$ cat src/rtl/fpu_8_pkg.sv
// Shared types and encodings for the 8-bit FPU command driver.
// Opcodes, exception codes and the driver FSM state type.
package fpu_8_pkg;

    localparam logic [1:0] OP_ADD = 2'b00;
    localparam logic [1:0] OP_SUB = 2'b01;
    localparam logic [1:0] OP_MUL = 2'b10;
    localparam logic [1:0] OP_DIV = 2'b11;

    localparam logic [1:0] EXC_NONE      = 2'b00;
    localparam logic [1:0] EXC_INVALID   = 2'b01;
    localparam logic [1:0] EXC_OVERFLOW  = 2'b10;
    localparam logic [1:0] EXC_UNDERFLOW = 2'b11;

    typedef enum logic [1:0] {
        ST_IDLE,
        ST_START,
        ST_WAIT,
        ST_RESP
    } state_e;

endpackage

$ cat src/rtl/fpu_8_driver.sv
// Single-outstanding command driver for a fixed-latency 8-bit FPU.
// Launches one op, waits LATENCY cycles, holds the response until taken.
module fpu_8_driver
    import fpu_8_pkg::*;
#(
    parameter int unsigned LATENCY = 2
) (
    input  logic       CLK,
    input  logic       RST_N,
    input  logic       REQ_VALID,
    output logic       REQ_READY,
    input  logic [7:0] REQ_OP_A,
    input  logic [7:0] REQ_OP_B,
    input  logic [1:0] REQ_OPERATION,
    input  logic       REQ_ROUND_MODE,
    output logic       FP_Start,
    output logic [7:0] OP_A,
    output logic [7:0] OP_B,
    output logic [1:0] FP_OPERATION,
    output logic       FP_ROUND_MODE,
    input  logic [7:0] OP_RESULT,
    input  logic       FP_IS_EXCEPTION,
    input  logic [1:0] FP_Exception,
    output logic       RSP_VALID,
    input  logic       RSP_READY,
    output logic [7:0] RSP_RESULT,
    output logic       RSP_IS_EXCEPTION,
    output logic [1:0] RSP_EXCEPTION,
    output logic [7:0] STAT_EXC_COUNT
);

    localparam logic [3:0] LAT4 = 4'(LATENCY);

    state_e     state_q;
    logic [3:0] cnt_q;
    logic [7:0] op_a_q;
    logic [7:0] op_b_q;
    logic [1:0] op_q;
    logic       rm_q;
    logic [7:0] rsp_res_q;
    logic       rsp_isx_q;
    logic [1:0] rsp_exc_q;
    logic [7:0] stat_q;
    logic       accept;

    assign REQ_READY = (state_q == ST_IDLE) |
                       ((state_q == ST_RESP) & RSP_READY);
    assign accept    = REQ_VALID & REQ_READY;

    always_ff @(posedge CLK or negedge RST_N) begin
        if (!RST_N) begin
            state_q   <= ST_IDLE;
            cnt_q     <= 4'd0;
            op_a_q    <= 8'd0;
            op_b_q    <= 8'd0;
            op_q      <= 2'd0;
            rm_q      <= 1'b0;
            rsp_res_q <= 8'd0;
            rsp_isx_q <= 1'b0;
            rsp_exc_q <= 2'd0;
            stat_q    <= 8'd0;
        end else begin
            unique case (state_q)
                ST_IDLE: begin
                    if (accept) begin
                        op_a_q  <= REQ_OP_A;
                        op_b_q  <= REQ_OP_B;
                        op_q    <= REQ_OPERATION;
                        rm_q    <= REQ_ROUND_MODE;
                        state_q <= ST_START;
                    end
                end
                ST_START: begin
                    cnt_q   <= LAT4;
                    state_q <= ST_WAIT;
                end
                ST_WAIT: begin
                    cnt_q <= cnt_q - 4'd1;
                    // Last WAIT cycle: FPU outputs are valid now
                    if (cnt_q == 4'd1) begin
                        rsp_res_q <= OP_RESULT;
                        rsp_isx_q <= FP_IS_EXCEPTION;
                        rsp_exc_q <= FP_Exception;
                        if (FP_IS_EXCEPTION && stat_q != 8'hFF)
                            stat_q <= stat_q + 8'd1;
                        state_q <= ST_RESP;
                    end
                end
                ST_RESP: begin
                    if (RSP_READY) begin
                        if (REQ_VALID) begin
                            op_a_q  <= REQ_OP_A;
                            op_b_q  <= REQ_OP_B;
                            op_q    <= REQ_OPERATION;
                            rm_q    <= REQ_ROUND_MODE;
                            state_q <= ST_START;
                        end else begin
                            state_q <= ST_IDLE;
                        end
                    end
                end
                default: state_q <= ST_IDLE;
            endcase
        end
    end

    assign FP_Start         = (state_q == ST_START);
    assign RSP_VALID        = (state_q == ST_RESP);
    assign OP_A             = op_a_q;
    assign OP_B             = op_b_q;
    assign FP_OPERATION     = op_q;
    assign FP_ROUND_MODE    = rm_q;
    assign RSP_RESULT       = rsp_res_q;
    assign RSP_IS_EXCEPTION = rsp_isx_q;
    assign RSP_EXCEPTION    = rsp_exc_q;
    assign STAT_EXC_COUNT   = stat_q;

endmodule

$ cat config.mk
export PLATFORM = sky130hd
export DESIGN_NAME = fpu_8_driver
export DESIGN_NICKNAME = d
export VERILOG_FILES = /design/src/rtl/fpu_8_pkg.sv /design/src/rtl/fpu_8_driver.sv
export SDC_FILE = /design/constraint.sdc
export NUM_CORES = 1
export LEC_CHECK = 0
export CELL_PAD_IN_SITES_DETAIL_PLACEMENT = 0
export CELL_PAD_IN_SITES_GLOBAL_PLACEMENT = 1
export CORE_MARGIN = 1.5
export CORE_UTILIZATION = 33
export DETAILED_ROUTE_END_ITERATION = 10
export GPL_TIMING_DRIVEN = 0
export PLACE_DENSITY = 0.88
export SETUP_SLACK_MARGIN = 0.4
export SLEW_MARGIN = 20
export SYNTH_ARGS = -nofsm -noshare
export SYNTH_HDL_FRONTEND = slang
export SYNTH_SLANG_ARGS = --single-unit
$ cat constraint.sdc
create_clock -name CLK -period 2.2 [get_ports CLK]
set_clock_uncertainty 0.05 [all_clocks]
set_input_delay 0.44 -clock CLK [delete_from_list [all_inputs] [get_ports CLK]]
set_output_delay 0.44 -clock CLK [all_outputs]
set_load 0.03 [all_outputs]
### After elaboration in Yosys (flattened, before gate mapping)

Index checks and enable logic that the tools add are counted.

* register bits: 44
* input port bits: 34
* output and inout bits: 41
* logic and storage cells: 54

* $add $sub $neg: 2
* eq/ne operators: 9
* muxes and demuxes: 22
* bitwise operators: 3
* reductions and logical operators: 8

Operators by type and width (number)
* $mux W8: 6
* $pmux W8 S2: 2
* $mux W2: 6
* $add A8 B1 Y8 const B: 1
* $ne A8 B8 Y1 const B: 1
* $pmux W2 S4: 1
* $pmux W4 S2: 1
* $ne A2 B2 Y1 const B: 3
* $reduce_and A3 Y1: 2
* $eq A2 B2 Y1 const B: 2
* $eq A4 B1 Y1 const B: 1
* $mux W1: 4
* $pmux W2 S2: 1
* $reduce_and A4 Y1: 1
* $reduce_bool A2 Y1: 2
* $sub A4 B1 Y4 const B: 1
* $and A1 B1 Y1: 2
* $eq A2 B1 Y1 const B: 1
* $logic_not A2 Y1: 1
* $ne A2 B1 Y1 const B: 1
* $pmux W1 S2: 1
* $reduce_and A2 Y1: 1
* $logic_and A1 B1 Y1: 1
* $or A1 B1 Y1: 1

### Logic depth before layout (Yosys ltp)

* word-level depth: 6
* depth in mapped cells: 7
* depth with buffers taken out: 6

### Worst setup path before layout

No wires, ideal clock.

* path type: register to register
* from: register state_q[0]
* to: register op_q[0] (netlist: FP_OPERATION[0])
* setup time: 0.128 ns
* arrival time: 1.682 ns
* slack: 0.341 ns
* stages on the path, launching flop included: 7
* buffers on the path: 1
* period minus slack after synthesis: 1.859 ns
* cells stage by stage: dfrtp_1 > ha_1 > nand2_1 > o21ai_1 > nand2_2 > buf_2 > mux2_1

* cells in the longest elaborated chain, start to end: 6
* elaborated cells between the ends (all ways): 11
* those cells by class: eq/ne (4); mux (1); bitwise (3); reduce/logical (3)

Ends and longest elaborated chain
* start: declaration: line fpu_8_driver.sv:34 `state_e state_q;`
* start signal: assignment: line fpu_8_driver.sv:52 `state_q <= ST_IDLE;`
* start signal: assignment: line fpu_8_driver.sv:70 `state_q <= ST_START;`
* start signal: assignment: line fpu_8_driver.sv:75 `state_q <= ST_WAIT;`
* $eq A2 B2 Y1 (*)
* via RSP_VALID: line fpu_8_driver.sv:24 `output logic RSP_VALID,`
* $and A1 B1 Y1: line fpu_8_driver.sv:47 `((state_q == ST_RESP) & RSP_READY);`
* $or A1 B1 Y1: line fpu_8_driver.sv:46 `assign REQ_READY = (state_q == ST_IDLE) |`
* $and A1 B1 Y1: line fpu_8_driver.sv:48 `assign accept = REQ_VALID & REQ_READY;`
* $ne A2 B2 Y1 (no source line)
* $reduce_and A4 Y1 (no source line)
* end signal: assignment: line fpu_8_driver.sv:56 `op_q <= 2'd0;`
* end signal: assignment: line fpu_8_driver.sv:68 `op_q <= REQ_OPERATION;`
* end signal: assignment: line fpu_8_driver.sv:94 `op_q <= REQ_OPERATION;`
* end: declaration: line fpu_8_driver.sv:38 `logic [1:0] op_q;`

Mark *: on every way through the listed nets, which the timed path passes. The rest lies on a longest branch.
A chain may end at the register's enable or synchronous reset.

### Final worst setup path

* from: register state_q[0]
* to: output REQ_READY

* cells in the longest elaborated chain, start to end: 3
* elaborated cells between the ends (all ways): 4
* those cells by class: eq/ne (1); bitwise (2); reduce/logical (1)

Ends and longest elaborated chain
* $eq A2 B2 Y1: line fpu_8_driver.sv:47
* $and A1 B1 Y1: line fpu_8_driver.sv:47
* $or A1 B1 Y1 (*): line fpu_8_driver.sv:46
* end: declaration: line fpu_8_driver.sv:11 `output logic REQ_READY,`

Every way passes the cells marked *; elsewhere a longest branch is shown, timed or not.

==> out/qor.csv <==
stage,metric,value,unit
sta,hold_viol,0,
global_routing,grt_max_degree,31,
place,gp_congestion,0.707,
route,routed_wirelength,4.24,mm
clocking,cts-root-buf,clkbuf_8,
sta,finalWorstSetupSlack,0.365,ns
pwr,power,4100,uW
pwr,seqPwrFrac,33.0,%
clocking,cts_buffer_depth,2,
sta,finalSetupViolations,0,
sta,min_period,1.83,ns
global_routing,grt_usage,13.6,%
pwr,p_leak,0.00147,uW
pwr,p_clk_share,14.6,%
floorplanning,dieArea,0.00628,mm^2
pwr,power_switching,1720,uW
logic_synthesis,synth_area,0.00192,mm^2
floorplanning,die_x,79.3,um
clocking,h-tree-depth,2,
cells_and_area,utilization,53.0,%
setup_path,cp-start-kind,flip-flop,
route,drcViolationCount,0,
setup_path,worstPathCellList,"buf_4, ha_2, nand2_1, nand2_1, buf_2",
logic_synthesis,synthFlopType,dfrtp_1,
setup_path,criticalPathCategory,flip-flop to primary output,
cells_and_area,synthToLayoutAreaGrowth,54.0,%
logic_synthesis,syn_inst,164,
run,cap_violations,0,
logic_synthesis,seq_area_frac_synth,57.4,%
route,drt-pass1-iter-count,4,
setup_path,cp_common_cell,nand2_1,
place,post-place-ws,-0.00515,ns
logic_synthesis,avgSynthCellArea,11.7,um^2
cells_and_area,drive_gt1_share,14.3,%
cells_and_area,n_fill_cell,536,
floorplanning,rows,27,
logic_synthesis,yosysTopAreaCellShare,57.4,%
sta,slew_headroom,69.3,%
setup_path,cp_slowest_stage_delay,0.41,ns
route,num_vias,1525,
floorplanning,die_h,79.3,um
pwr,p_per_area,1390,mW/mm^2
sta,timing.setup.tns,0,ns
logic_synthesis,synth_most_common_cell,dfrtp_1,
global_routing,grt_pass1_vias,1470,
logic_synthesis,synth_edf_count,0,
logic_synthesis,synth_common_cells,"dfrtp_1, nand2_1, mux2_1",
logic_synthesis,async_flop_share,100,%
floorplanning,start_util,34.4,%
place,place_hpwl,3.03,mm
logic_synthesis,synth_cell_types,31,
logic_synthesis,yosys_warnings,0,
clocking,clk_latency,0.28,ns
cells_and_area,nets,299,
route,avgRoutedWirePerCell,12.8,um
clocking,cts_made_buffers,5,
pwr,internal-power,2380,uW
setup_path,end_kind,primary output,
sta,fmax,545,MHz
floorplanning,core_area,0.00557,mm^2
pwr,p_comb_share,52.5,%
sta,tightest_slew,0.461,ns
pwr,p_sw_share,41.9,%
global_routing,grt_antenna_before_repair,0,
clocking,tritoncts,built,
min_path,hold_class,flip-flop to flip-flop,
cells_and_area,seq_area,0.00110,mm^2
logic_synthesis,syn-num-nets,205,
clocking,clk_pin_slew,0.08,ns
place,port-buffer-count,74,
pwr,ir_worst_vdd,0.000614,V
cells_and_area,n_antenna_cell,0,
route,drtIter0Drc,53,
sta,post-route-period-util,83.4,%
setup_path,cp.required,1.71,ns
global_routing,overflow,0,
sta,rsz0062_at_grt,true,
cells_and_area,multi_input_area,806,um^2
logic_synthesis,synth-seq-cells,44,
sta,maxSlewViolCount,0,
logic_synthesis,ys_top_cells_by_area,"dfrtp_1, mux2_1, nand2_1, ha_1, nand3_1",
setup_path,worstPathMaxFanout,5,
setup_path,cp_data_arrival_time,1.34,ns
route,postRouteAntennaNets,0,
route,vias_per_cell,4.61,
run_status,status,"finished, final reports clean",
floorplanning,ios,75,
clocking,cts_sinks,44,
global_routing,grt_pass1_wl,6.65,mm
logic_synthesis,yosys.area.top_type,dfrtp_1,
setup_path,slowest_stage,dfrtp_1,
-- cell families (layout without fill, tap and decap cells) --
kind of cell    after synthesis  after routing  share of synthesized area (%)
compound gates               13             13                           4.76
fa+ha+maj                     7              7                           4.56
buf+inv                       9            104                           1.83
mux                          24             24                           14.4
flops                        44             44                           57.4
xor+xnor                      3              3                           1.37
simple gates                 64             64                           15.7
-- worst max-delay path, delay by kind of cell (launching register included) --
family,cells,cell delay [ns]
buf+inv,2,0.32
flops,1,0.41
simple gates,2,0.13
fa+ha+maj,1,0.20
-- power groups by stage --
stage,combinational (uW),sequential (uW),clock [uW]
4_1_cts,2110,1350,624
3_3_place_gp,2160,1380,0
6_report,2150,1350,596
2_1_floorplan,719,1970,0
5_1_grt,2310,1400,660
3_5_place_dp,2200,1390,0
-- cell type report --
class | instances | share of cell area, %
plain buffers | 3 | 0.550
clock buffers | 6 | 2.46
clock inverters | 2 | 1.19
inverters | 6 | 0.762
multi-input cells | 111 | 27.3
flip-flops and latches | 44 | 37.3
well taps | 72 | 3.05
repair buffers | 87 | 27.5
-- through the flow --
stage	cells	hold slack [ns]	area [um^2]
after global placement	310	0.408	2760
after floorplan	164	0.0944	1920
after CTS	326	0.426	2900
after detailed placement	311	0.314	2770
final	331	0.419	2960
after global routing	331	0.449	2960
-- registers in the layout, summed over array words and instances, names as in the netlist --
signal	flops
OP_B	8
state_q	2
RSP_EXCEPTION	2
OP_A	8
RSP_RESULT	8
FP_ROUND_MODE	1
RSP_IS_EXCEPTION	1
cnt_q	4
STAT_EXC_COUNT	8
FP_OPERATION	2
-- layout by cell type (no fill, tap or decap), drive strengths merged, types with 7 or more instances in the layout --
cell type / n
buf: 16
clkbuf: 9
clkdlybuf4s50: 32
dfrtp: 44
dlygate4sd2: 32
ha: 7
mux2: 23
nand2: 39
nand3: 7
-- what timing repair did --
action,4_1_cts,5_1_grt
buffers inserted,6,5
resized for setup,45,15
endpoints found under the setup margin,60,18
endpoints found under the hold margin,12,0
hold buffers,1,0
pin swaps,3,3
-- routing by layer --
layer	GRT usage [%]	part of all wire [%]	vias up	routed length, um
met5	0	0	-	0
met4	3.16	0.24	0	10
met3	4.37	8.0	2	338
met2	23.7	46	60	1970
met1	16.1	45	714	1930
li1	-	-	749	-
-- path summary, 6_finish.rpt --
path,start,to,slack [ns],cells after the start
worst max-delay path,state_q[0],REQ_READY,0.37,5
worst min-delay path,RSP_RESULT[2],RSP_RESULT[2],0.42,2
worst max register to register,cnt_q[1],state_q[1],0.46,6
worst min register to register,RSP_RESULT[2],RSP_RESULT[2],0.42,2
max in group asynchronous,RST_N,STAT_EXC_COUNT[2],1.08,3
min in group asynchronous,RST_N,OP_B[0],0.55,2
No activity file was read; power rests on OpenSTA's default activity.
